## config.mk

```make
export PLATFORM = sky130hd
export DESIGN_NAME = mem_arbiter_flat
export DESIGN_NICKNAME = d
export VERILOG_FILES = /design/src/rtl/mem_arbiter_if.sv /design/src/rtl/mem_arbiter.sv /design/src/flat_wrapper.sv
export SDC_FILE = /design/constraint.sdc
export NUM_CORES = 1
export LEC_CHECK = 0
export ABC_AREA = 1
export CAP_MARGIN = 20
export CORE_AREA = 2 2 158 160
export CTS_CLUSTER_DIAMETER = 30
export CTS_CLUSTER_SIZE = 16
export DETAILED_ROUTE_END_ITERATION = 12
export DIE_AREA = 0 0 160 162
export GPL_ROUTABILITY_DRIVEN = 0
export PLACE_DENSITY = 0.55
export SKIP_CTS_REPAIR_TIMING = 1
export SLEW_MARGIN = 30
export SYNTH_ARGS = -nofsm -noshare
export SYNTH_HDL_FRONTEND = slang
export SYNTH_SLANG_ARGS = --single-unit
```

## constraint.sdc

```tcl
create_clock -name clock -period 8.1 [get_ports clock]
set_input_delay 2.43 -clock clock [delete_from_list [all_inputs] [get_ports clock]]
set_output_delay 2.43 -clock clock [all_outputs]
set_load 0.1 [all_outputs]
```

## src/rtl/mem_arbiter_if.sv

```systemverilog
// Bus bundle between the two requesters, the memory port and mem_arbiter.
// slave  : the arbiter's view (requests and memory returns in, grants out).
// master : the surrounding system's view (requesters + memory model).
interface mem_arbiter_if;
    logic [1:0]  Dmem_command;
    logic [15:0] Dmem_addr;
    logic [1:0]  Dmem_size;
    logic [63:0] Dmem_data;
    logic [1:0]  Imem_command;
    logic [15:0] Imem_addr;
    logic [3:0]  mem2proc_response;
    logic [63:0] mem2proc_data;
    logic [3:0]  mem2proc_tag;
    logic [1:0]  proc2mem_command;
    logic [15:0] proc2mem_addr;
    logic [1:0]  proc2mem_size;
    logic [63:0] proc2mem_data;
    logic [3:0]  Dmem_response;
    logic [3:0]  Dmem_tag;
    logic [63:0] Dmem_rdata;
    logic [3:0]  Imem_response;
    logic [3:0]  Imem_tag;
    logic [63:0] Imem_rdata;
    logic        arb_err;

    modport slave (
        input  Dmem_command, Dmem_addr, Dmem_size, Dmem_data,
        input  Imem_command, Imem_addr,
        input  mem2proc_response, mem2proc_data, mem2proc_tag,
        output proc2mem_command, proc2mem_addr, proc2mem_size, proc2mem_data,
        output Dmem_response, Dmem_tag, Dmem_rdata,
        output Imem_response, Imem_tag, Imem_rdata,
        output arb_err
    );

    modport master (
        output Dmem_command, Dmem_addr, Dmem_size, Dmem_data,
        output Imem_command, Imem_addr,
        output mem2proc_response, mem2proc_data, mem2proc_tag,
        input  proc2mem_command, proc2mem_addr, proc2mem_size, proc2mem_data,
        input  Dmem_response, Dmem_tag, Dmem_rdata,
        input  Imem_response, Imem_tag, Imem_rdata,
        input  arb_err
    );
endinterface

```

## src/rtl/mem_arbiter.sv

```systemverilog
// Two-port memory arbiter: Dmem vs Imem onto one processor-to-memory port,
// with a per-tag ownership table steering load-data returns back to the
// requester that issued them.
// Optional feature macro: MEM_ARB_FAIR_EN (starvation counter that forces
// Imem to win after STARVE_LIMIT consecutive contention losses).
module mem_arbiter #(
    parameter int unsigned STARVE_LIMIT = 4
) (
    input  logic         clock,
    input  logic         reset,
    mem_arbiter_if.slave bus
);
    typedef enum logic [1:0] {
        BUS_NONE  = 2'd0,
        BUS_LOAD  = 2'd1,
        BUS_STORE = 2'd2
    } bus_cmd_e;

    localparam logic [1:0] SIZE_DOUBLE = 2'd3;

    logic        d_req, i_req;
    logic        force_i;
    logic        grant_d, grant_i;
    logic        alloc;
    logic [15:0] tbl_valid;
    logic [15:0] tbl_own_i;
    logic        ret_nz, ret_hit, orphan;
    logic        err_q;

    // Request decode and grant selection
    always_comb begin
        d_req   = (bus.Dmem_command != BUS_NONE);
        i_req   = (bus.Imem_command != BUS_NONE);
        grant_i = i_req && (!d_req || force_i);
        grant_d = d_req && !grant_i;
    end

`ifdef MEM_ARB_FAIR_EN
    localparam logic [3:0] LIMIT = 4'(STARVE_LIMIT);
    logic [3:0] starve_cnt;

    always_comb force_i = (starve_cnt == LIMIT);

    // Starvation counter: counts Dmem wins under contention; a granted but
    // rejected Imem leaves it at LIMIT so Imem keeps priority on retry
    always_ff @(posedge clock or posedge reset) begin
        if (reset) begin
            starve_cnt <= '0;
        end else if (!i_req || (grant_i && (bus.mem2proc_response != 4'd0))) begin
            starve_cnt <= '0;
        end else if (grant_d) begin
            starve_cnt <= starve_cnt + 4'd1;
        end
    end
`else
    always_comb force_i = 1'b0;
`endif

    // Granted command onto the memory port and accept-tag steering
    always_comb begin
        bus.proc2mem_command = BUS_NONE;
        bus.proc2mem_addr    = '0;
        bus.proc2mem_size    = '0;
        bus.proc2mem_data    = '0;
        bus.Dmem_response    = '0;
        bus.Imem_response    = '0;
        if (!reset) begin
            if (grant_d) begin
                bus.proc2mem_command = bus.Dmem_command;
                bus.proc2mem_addr    = bus.Dmem_addr;
                bus.proc2mem_size    = bus.Dmem_size;
                bus.proc2mem_data    = bus.Dmem_data;
                bus.Dmem_response    = bus.mem2proc_response;
            end else if (grant_i) begin
                bus.proc2mem_command = bus.Imem_command;
                bus.proc2mem_addr    = bus.Imem_addr;
                bus.proc2mem_size    = SIZE_DOUBLE;
                bus.Imem_response    = bus.mem2proc_response;
            end
        end
    end

    // Return-tag routing from the table contents before this cycle's update
    always_comb begin
        ret_nz         = (bus.mem2proc_tag != 4'd0);
        ret_hit        = ret_nz && tbl_valid[bus.mem2proc_tag];
        orphan         = ret_nz && !tbl_valid[bus.mem2proc_tag];
        alloc          = (bus.proc2mem_command == BUS_LOAD) && (bus.mem2proc_response != 4'd0);
        bus.Dmem_tag   = '0;
        bus.Imem_tag   = '0;
        bus.Dmem_rdata = bus.mem2proc_data;
        bus.Imem_rdata = bus.mem2proc_data;
        bus.arb_err    = err_q;
        if (!reset && ret_hit) begin
            if (tbl_own_i[bus.mem2proc_tag]) bus.Imem_tag = bus.mem2proc_tag;
            else                             bus.Dmem_tag = bus.mem2proc_tag;
        end
    end

    // Ownership table and sticky orphan flag; the allocation write comes
    // after the return clear so a same-tag reallocation wins
    always_ff @(posedge clock or posedge reset) begin
        if (reset) begin
            tbl_valid <= '0;
            tbl_own_i <= '0;
            err_q     <= 1'b0;
        end else begin
            if (ret_nz) tbl_valid[bus.mem2proc_tag] <= 1'b0;
            if (alloc) begin
                tbl_valid[bus.mem2proc_response] <= 1'b1;
                tbl_own_i[bus.mem2proc_response] <= grant_i;
            end
            if (orphan) err_q <= 1'b1;
        end
    end
endmodule

```

## src/flat_wrapper.sv

```systemverilog
// flat-port wrapper written by rule: the top's interface ports become plain ports
module mem_arbiter_flat 
#(
    parameter int unsigned STARVE_LIMIT = 4
)
  (clock, reset, bus_Dmem_command, bus_Dmem_addr, bus_Dmem_size, bus_Dmem_data, bus_Imem_command, bus_Imem_addr, bus_mem2proc_response, bus_mem2proc_data, bus_mem2proc_tag, bus_proc2mem_command, bus_proc2mem_addr, bus_proc2mem_size, bus_proc2mem_data, bus_Dmem_response, bus_Dmem_tag, bus_Dmem_rdata, bus_Imem_response, bus_Imem_tag, bus_Imem_rdata, bus_arb_err);
  mem_arbiter_if bus_i ();
  input  logic clock;
  input  logic reset;
  input wire logic [$bits(bus_i.Dmem_command)-1:0] bus_Dmem_command;
  input wire logic [$bits(bus_i.Dmem_addr)-1:0] bus_Dmem_addr;
  input wire logic [$bits(bus_i.Dmem_size)-1:0] bus_Dmem_size;
  input wire logic [$bits(bus_i.Dmem_data)-1:0] bus_Dmem_data;
  input wire logic [$bits(bus_i.Imem_command)-1:0] bus_Imem_command;
  input wire logic [$bits(bus_i.Imem_addr)-1:0] bus_Imem_addr;
  input wire logic [$bits(bus_i.mem2proc_response)-1:0] bus_mem2proc_response;
  input wire logic [$bits(bus_i.mem2proc_data)-1:0] bus_mem2proc_data;
  input wire logic [$bits(bus_i.mem2proc_tag)-1:0] bus_mem2proc_tag;
  output wire logic [$bits(bus_i.proc2mem_command)-1:0] bus_proc2mem_command;
  output wire logic [$bits(bus_i.proc2mem_addr)-1:0] bus_proc2mem_addr;
  output wire logic [$bits(bus_i.proc2mem_size)-1:0] bus_proc2mem_size;
  output wire logic [$bits(bus_i.proc2mem_data)-1:0] bus_proc2mem_data;
  output wire logic [$bits(bus_i.Dmem_response)-1:0] bus_Dmem_response;
  output wire logic [$bits(bus_i.Dmem_tag)-1:0] bus_Dmem_tag;
  output wire logic [$bits(bus_i.Dmem_rdata)-1:0] bus_Dmem_rdata;
  output wire logic [$bits(bus_i.Imem_response)-1:0] bus_Imem_response;
  output wire logic [$bits(bus_i.Imem_tag)-1:0] bus_Imem_tag;
  output wire logic [$bits(bus_i.Imem_rdata)-1:0] bus_Imem_rdata;
  output wire logic [$bits(bus_i.arb_err)-1:0] bus_arb_err;
  assign bus_i.Dmem_command = bus_Dmem_command;
  assign bus_i.Dmem_addr = bus_Dmem_addr;
  assign bus_i.Dmem_size = bus_Dmem_size;
  assign bus_i.Dmem_data = bus_Dmem_data;
  assign bus_i.Imem_command = bus_Imem_command;
  assign bus_i.Imem_addr = bus_Imem_addr;
  assign bus_i.mem2proc_response = bus_mem2proc_response;
  assign bus_i.mem2proc_data = bus_mem2proc_data;
  assign bus_i.mem2proc_tag = bus_mem2proc_tag;
  assign bus_proc2mem_command = bus_i.proc2mem_command;
  assign bus_proc2mem_addr = bus_i.proc2mem_addr;
  assign bus_proc2mem_size = bus_i.proc2mem_size;
  assign bus_proc2mem_data = bus_i.proc2mem_data;
  assign bus_Dmem_response = bus_i.Dmem_response;
  assign bus_Dmem_tag = bus_i.Dmem_tag;
  assign bus_Dmem_rdata = bus_i.Dmem_rdata;
  assign bus_Imem_response = bus_i.Imem_response;
  assign bus_Imem_tag = bus_i.Imem_tag;
  assign bus_Imem_rdata = bus_i.Imem_rdata;
  assign bus_arb_err = bus_i.arb_err;
  mem_arbiter #(.STARVE_LIMIT(STARVE_LIMIT)) u_core (.clock(clock), .reset(reset), .bus(bus_i));
endmodule
```

### Word level (Yosys, flattened, before mapping)

Index checks and enable logic that the tools add are counted.

| cells by class | value |
|---|---|
| mux-type cells | 31 |
| reduce and logical (&&, ||, !) cells | 16 |
| equal/unequal tests | 1 |
| magnitude comparators | 4 |
| bitwise operators | 3 |

Operators by type and width:

| operator | number |
|---|---|
| $mux W64 | 2 |
| $mux W16 | 5 |
| $mux W4 | 9 |
| $and A16 B16 Y16 | 1 |
| $bwmux W16 | 1 |
| $not A16 Y16 | 1 |
| $or A16 B16 Y16 | 1 |
| $mux W2 | 6 |
| $lt A4 B5 Y1 const B | 2 |
| $bmux W1 S4 | 2 |
| $demux W1 S4 | 2 |
| $ge A4 B1 Y1 const B | 2 |
| $logic_and A1 B1 Y1 | 8 |
| $reduce_bool A4 Y1 | 2 |
| $logic_not A1 Y1 | 4 |
| $mux W1 | 4 |
| $reduce_bool A2 Y1 | 2 |
| $eq A2 B1 Y1 const B | 1 |

| storage, ports and cells | value |
|---|---|
| flip-flop bits (word level) | 33 |
| output and inout bits | 229 |
| bits of input ports | 176 |

### Logic depth before layout (Yosys ltp)

Gate-level depths: netlist (run 1).

| depth | value |
|---|---|
| depth after elaboration | 10 |
| gate-level depth with buffers | 11 |
| gate-level depth less buffers | 10 |

### Least setup slack after synthesis (run 1)

OpenSTA, ideal clock, no wires.

| timing | value |
|---|---|
| path kind | input -> output |
| start point | input reset |
| end point | output bus_proc2mem_addr[6] |
| setup slack | 0.189 ns |
| buffers on the path | 2 |
| data required time | 5.670 ns |
| stages on the path | 5 |
| data arrival time | 5.481 ns |
| cells stage by stage | buf_2 -> clkinv_1 -> clkbuf_1 -> nand2_1 -> o22ai_1 |

| between the ends | value |
|---|---|
| longest elaborated chain between the ends | 1 |

Ends and longest elaborated chain:

| item | RTL line | text |
|---|---|---|
| start: declaration | flat_wrapper.sv:9 | `input logic reset;` |
| $mux W16 | mem_arbiter.sv:67 | `if (!reset) begin` |
| end: declaration | flat_wrapper.sv:20 | `output wire logic [$bits(bus_i.proc2mem_addr)-1:0] bus_proc2mem_addr;` |

No other way between the ends.

### Worst setup path after layout (run 1)

| timing | value |
|---|---|
| start point | input bus_Dmem_command[1] |
| end point | output bus_proc2mem_addr[2] |

| between the ends | value |
|---|---|
| longest elaborated chain between the ends | 7 |

Ends and longest elaborated chain:

| item | RTL line | text |
|---|---|---|
| start: declaration | flat_wrapper.sv:10 | `input wire logic [$bits(bus_i.Dmem_command)-1:0] bus_Dmem_command;` |
| $reduce_bool A2 Y1 (*) | mem_arbiter.sv:32 | `d_req = (bus.Dmem_command != BUS_NONE);` |
| $logic_not A1 Y1 | mem_arbiter.sv:34 | `grant_i = i_req && (!d_req \|\| force_i);` |
| $logic_and A1 B1 Y1 | mem_arbiter.sv:34 |  |
| $logic_not A1 Y1 | mem_arbiter.sv:35 | `grant_d = d_req && !grant_i;` |
| $logic_and A1 B1 Y1 | mem_arbiter.sv:35 |  |
| $mux W16 (*) | mem_arbiter.sv:68 | `if (grant_d) begin` |
| $mux W16 (*) | mem_arbiter.sv:67 |  |

Mark *: on every way between the ends. The rest lies on a longest branch, timed or not.

==> impl_metrics.ini, run 1 <==
[run_status]
outcome = complete, no violations

[drt]
vias = 3644
drt_iter0_markers = 250
route.detailed.drc = 0
wl_microns = 15500
routedWlPerCell_microns = 15.5
postRouteAntennaNets = 0
vias_per_cell = 3.65
firstDrtPassIters = 5

[yosys]
synth_edf_count = 0
synthFlopType = dfrtp_1
synth-seq-cells = 33
synth_area_leader_cell = buf_4
synth_warnings = 0
synthCells = 596
synth-async-reset-ratio = 1.00
netlist_area_sq_mm = 0.00364
ys_seq_area_frac = 0.227
synth.net_count = 772
synth_cell_types = 24
netlist.area_leader.share = 0.264
yosys-top-cells-area = buf_4 26%, dfrtp_1 23%, nand2_1 16%
synth_area_per_cell_sq_um = 6.11

[min_path]
hold_path_class = reg2reg

[floorplan]
core_sq_mm = 0.0241
io_pins = 405
row_count = 57
initial_core_util = 0.151
die_h_microns = 162
dieArea_sq_mm = 0.0259
die_w_microns = 160

[timing]
clock.fmax_ghz = 0.131
slew_headroom = 0.339
setup_slack_ns = 0.494
tightest_slew_ns = 0.988
fin_worst_skew_ns = 0.00295
hold_violations = 0
rsz0062_at_grt = false
final.period_utilization = 0.939
final.setup.tns_ns = 0
drv_slew = 0
min_period_ns = 7.61
report.final.setup_viol = 0

[finish]
fin_nets = 848
syn_to_final_growth_pct = 69.1
fin_area_sq_mm = 0.00616
fillers = 2696
drive_gt1_frac = 0.198

[placed_design]
portBuffers = 212
post-place-ws_ns = 0.449
placed_area_sq_mm = 0.00599
place_hpwl_microns = 13400

[pwr]
power_switching_mw = 0.366
power.total_mw = 0.849
clkPwrFrac = 0.247
netSwitchingFraction = 0.431
p_seq_frac = 0.215
vdd_drop_max_v = 0.0000896
power_density_mw_per_mm2 = 138
intPower_mw = 0.483
power_leakage_nw = 3.03
power_frac_comb = 0.538

[setup_path]
worstSetupPathType = in2out
start_kind = primary input
cp.arrival_ns = 5.18
worstPathMaxFanout = 19
cp.required_ns = 5.67
endpoint_kind = output pin

[clock_tree]
cts.reportedPaths.clkPinSlew_ns = 0.05
cts_sinks = 33
htreeDepth = 2
cts_buffers = 5
clock_latency_ns = 0.28
clk_path_buf_depth = 2
cts_tree = built
clock-root-buffer = clkbuf_16

[global_routing]
antenna_found_initial = 2
track_usage = 0.116
grt_pass1_vias = 3665
grt_pass1_wl_microns = 22800
grt_max_degree = 71
gr-total-overflow = 0

[job]
max_cap_violations = 0
## sequential cells by signal, indices dropped and copies added (netlist names)
register	flops
u_core.tbl_own_i	16
u_core.tbl_valid	16
u_core.bus.arb_err	1
## synth_stat cells (3+ instances only)
cell,instances
buf_4,128
buf_2,10
nand2_1,158
o21ai_0,27
nor3_1,3
inv_1,98
buf_6,3
nor2_2,6
o22ai_2,7
nor2_1,84
dfrtp_1,33
clkbuf_1,5
o22ai_1,9
o21ai_1,10
## cells by family after synthesis
logic type             count (synthesis)  synth area share
AO/OA/AOI/OAI                         59             0.103
buffers and inverters                248             0.397
flip-flops                            33             0.227
AND/OR/NAND/NOR                      256             0.273
## power by group through the flow
stage / Clock [mW] / Combinational [mW] / Sequential [mW]
2_1_floorplan: 0 / 0.558 / 0.184
3_3_place_gp: 0 / 0.461 / 0.185
3_5_place_dp: 0 / 0.461 / 0.185
4_1_cts: 0.214 / 0.462 / 0.183
5_1_grt: 0.222 / 0.476 / 0.184
6_report: 0.210 / 0.457 / 0.183
## area by class of cell
type                    count  area (sq um)  area share
repair buffers            216          3000       0.488
clock inverters             2          35.0     0.00569
inverters                 101           379      0.0616
diodes                      2          5.00    0.000813
multi-input cells         315          1380       0.224
clock buffers               5           125      0.0203
well taps                 324           405      0.0658
flip-flops and latches     33           826       0.134
## metal layers
| layer | part of all wire | global-route usage | up-vias |
|---|---|---|---|
| li1 | - | - | 1791 |
| met1 | 0.37 | 0.127 | 1595 |
| met2 | 0.50 | 0.208 | 199 |
| met3 | 0.10 | 0.0421 | 59 |
| met4 | 0.032 | 0.0410 | 0 |
| met5 | 0 | 0 | - |
## critical path, cell delays in order
cell             delay (ns)
clkdlybuf4s50_1        0.52
nor2_4                 0.49
o21ai_2                0.37
or2_1                  0.66
o22ai_1                0.47
buf_12                 0.23
## per-stage QoR
stage / std cells / hold slack, ns / utilization
2_1_floorplan: 596 / 0.429 / -
3_3_place_gp: 989 / 0.371 / 0.249
3_5_place_dp: 989 / 0.368 / 0.249
4_1_cts: 996 / 0.382 / 0.255
5_1_grt: 996 / 0.389 / 0.255
6_report: 998 / 0.379 / 0.255
## path summary, 6_finish.rpt
kind	end	depth (start not counted)	slack (ns)	start
max	bus_proc2mem_addr[2]	6	0.49	bus_Dmem_command[1]
min	u_core.tbl_own_i[0]$_DFFE_PP0P_	0	0.38	u_core.tbl_own_i[0]$_DFFE_PP0P_
max reg2reg	u_core.bus.arb_err$_DFFE_PP0P_	9	7.02	u_core.tbl_valid[2]$_DFF_PP0_
min reg2reg	u_core.tbl_own_i[0]$_DFFE_PP0P_	0	0.38	u_core.tbl_own_i[0]$_DFFE_PP0P_
max in group asynchronous	u_core.tbl_valid[1]$_DFF_PP0_	3	4.63	reset
min in group asynchronous	u_core.tbl_own_i[7]$_DFFE_PP0P_	3	3.15	reset
## cell usage in the layout, fill, tap and decap left out, types with 3 or more instances in the layout
master and count:
nand2_1 158, clkdlybuf4s50_1 112, inv_1 98, buf_12 88, nor2_1 84, dfrtp_1 33
o21ai_0 27, buf_4 16, o21ai_1 9, o22ai_1 9, o22ai_2 7, nor2_2 6
clkbuf_16 5, nor3_1 3
No activity file was read; power rests on OpenSTA's default activity.
==> inputs of run 2 (changes only) <==
Settings changed: PLACE_DENSITY 0.55 to 0.51.
==> run 2 against run 1 <==
Via count is 3.1% lower. Clock power is 6% lower. Final area is 0.16% higher. Global-route usage is 1.2 points lower. Sequential power hardly changed. Final cell count is 0.30% higher. Die area stayed put. Sequential share of layout area hardly changed. First-iteration DRC count is 48% lower. Highest routed layer is now met5.
==> impl_metrics.ini, run 2 (same netlist as run 1, synthesis figures left out) <==
[run_status]
outcome = complete, no violations

[clock_tree]
htreeDepth = 2
cts_buffers = 5
cts.reportedPaths.clkPinSlew_ns = 0.05
cts_sinks = 33
cts_tree = built
clk_path_buf_depth = 2
clock-root-buffer = clkbuf_16
clock_latency_ns = 0.28

[timing]
drv_slew = 0
clock.fmax_ghz = 0.142
setup_slack_ns = 1.07
report.final.setup_viol = 0
rsz0062_at_grt = false
final.setup.tns_ns = 0
min_period_ns = 7.03
tightest_slew_ns = 0.977
fin_worst_skew_ns = 0.00141
hold_violations = 0
slew_headroom = 0.347
final.period_utilization = 0.868

[global_routing]
grt_max_degree = 34
antenna_found_initial = 1
gr-total-overflow = 0
grt_pass1_vias = 3531
track_usage = 0.105
grt_pass1_wl_microns = 20800

[min_path]
hold_depth = 0
hold_path_class = reg2reg
min_to = u_core.tbl_valid[0]$_DFF_PP0_
min_from = u_core.tbl_valid[0]$_DFF_PP0_

[drt]
vias = 3530
route.detailed.drc = 0
routedWlPerCell_microns = 14.1
wl_microns = 14100
drt_iter0_markers = 129
firstDrtPassIters = 4
vias_per_cell = 3.53
postRouteAntennaNets = 0

[pwr]
intPower_mw = 0.471
power_switching_mw = 0.361
power.total_mw = 0.832
clkPwrFrac = 0.237
p_seq_frac = 0.220
vdd_drop_max_v = 0.0000719
netSwitchingFraction = 0.434
power_density_mw_per_mm2 = 135
power_leakage_nw = 3.04
power_frac_comb = 0.543

[finish]
drive_gt1_frac = 0.204
syn_to_final_growth_pct = 69.4
fin_area_sq_mm = 0.00617
diodes = 0
final_common_cell = nand2_1
fin_nets = 852
fin_util = 0.256
final_cell_mix = 158 x nand2_1, 112 x clkdlybuf4s50_1, 98 x inv_1

[placed_design]
place_hpwl_microns = 12300
portBuffers = 212
placed_area_sq_mm = 0.00601
post-place-ws_ns = 1.09

[setup_path]
r2r-end = u_core.bus.arb_err$_DFFE_PP0P_
cp.required_ns = 5.67
start_kind = primary input
r2r_cells = 9
r2r_slack_ns = 7.02
startpoint = bus_mem2proc_tag[1]
timing.rr.start = u_core.tbl_valid[7]$_DFF_PP0_
worstPathMaxFanout = 14
worstSetupPathType = in2out
endpoint_kind = output pin
cp.arrival_ns = 4.60

[floorplan]
core_sq_mm = 0.0241
dieArea_sq_mm = 0.0259
die_w_microns = 160
io_pins = 405
die_h_microns = 162
initial_core_util = 0.151
row_count = 57

[job]
max_cap_violations = 0
==> run 2: changes by cell type in the layout (fill, tap and decap cells not counted) <==
cell and delta:
bufinv_16 -1, buf_4 +5, diode_2 -2, clkbuf_8 +2
buf_12 -1
==> run 2: critical path: stages <==
cell	delay, ns
clkdlybuf4s50_1	0.77
clkinv_1	0.36
nand3_1	0.15
nand3_1	0.08
nand2_1	0.06
nand2_1	0.10
nor2_2	0.16
nand2_1	0.07
nor2_1	0.12
buf_4	0.29
==> run 2: routing by layer <==
metal | wire length (microns) | vias up | global-route usage
li1 | - | 1787 | -
met1 | 5450 | 1534 | 0.115
met2 | 7010 | 161 | 0.190
met3 | 1310 | 46 | 0.0396
met4 | 293 | 2 | 0.0278
met5 | 12 | - | 0
==> run 2: area by class of cell <==
cell class                 instances  area [sq um]
multi-input combinational        315          1380
tap                              324           405
sequential                        33           826
fill                            2743         17900
clock buffer                       7           153
clock inverter                     1          5.00
inverter                         101           379
timing repair buffer             220          3020
==> run 2: worst max-delay path by stage <==
stage and endpoint:
2_1_floorplan bus_proc2mem_addr[6], 3_3_place_gp bus_proc2mem_data[57], 3_5_place_dp bus_Dmem_tag[3], 4_1_cts bus_Dmem_tag[3]
5_1_grt bus_Dmem_tag[1], 6_report bus_Dmem_tag[1]
==> run 2: metrics by stage <==
| stage | instances | hold slack [ns] |
|---|---|---|
| final | 1001 | 0.385 |
| after global routing | 1001 | 0.409 |
| after CTS | 1001 | 0.388 |
| after detailed placement | 993 | 0.373 |
| after global placement | 993 | 0.375 |
| after floorplan | 596 | 0.429 |
==> run 2: power by group through the flow <==
stage                     logic, mW  clock network, mW  registers (mW)
after floorplan               0.558                  0           0.184
after global placement        0.457                  0           0.185
after detailed placement      0.457                  0           0.186
after CTS                     0.458              0.200           0.183
after global routing          0.474              0.206           0.184
final                         0.452              0.197           0.183
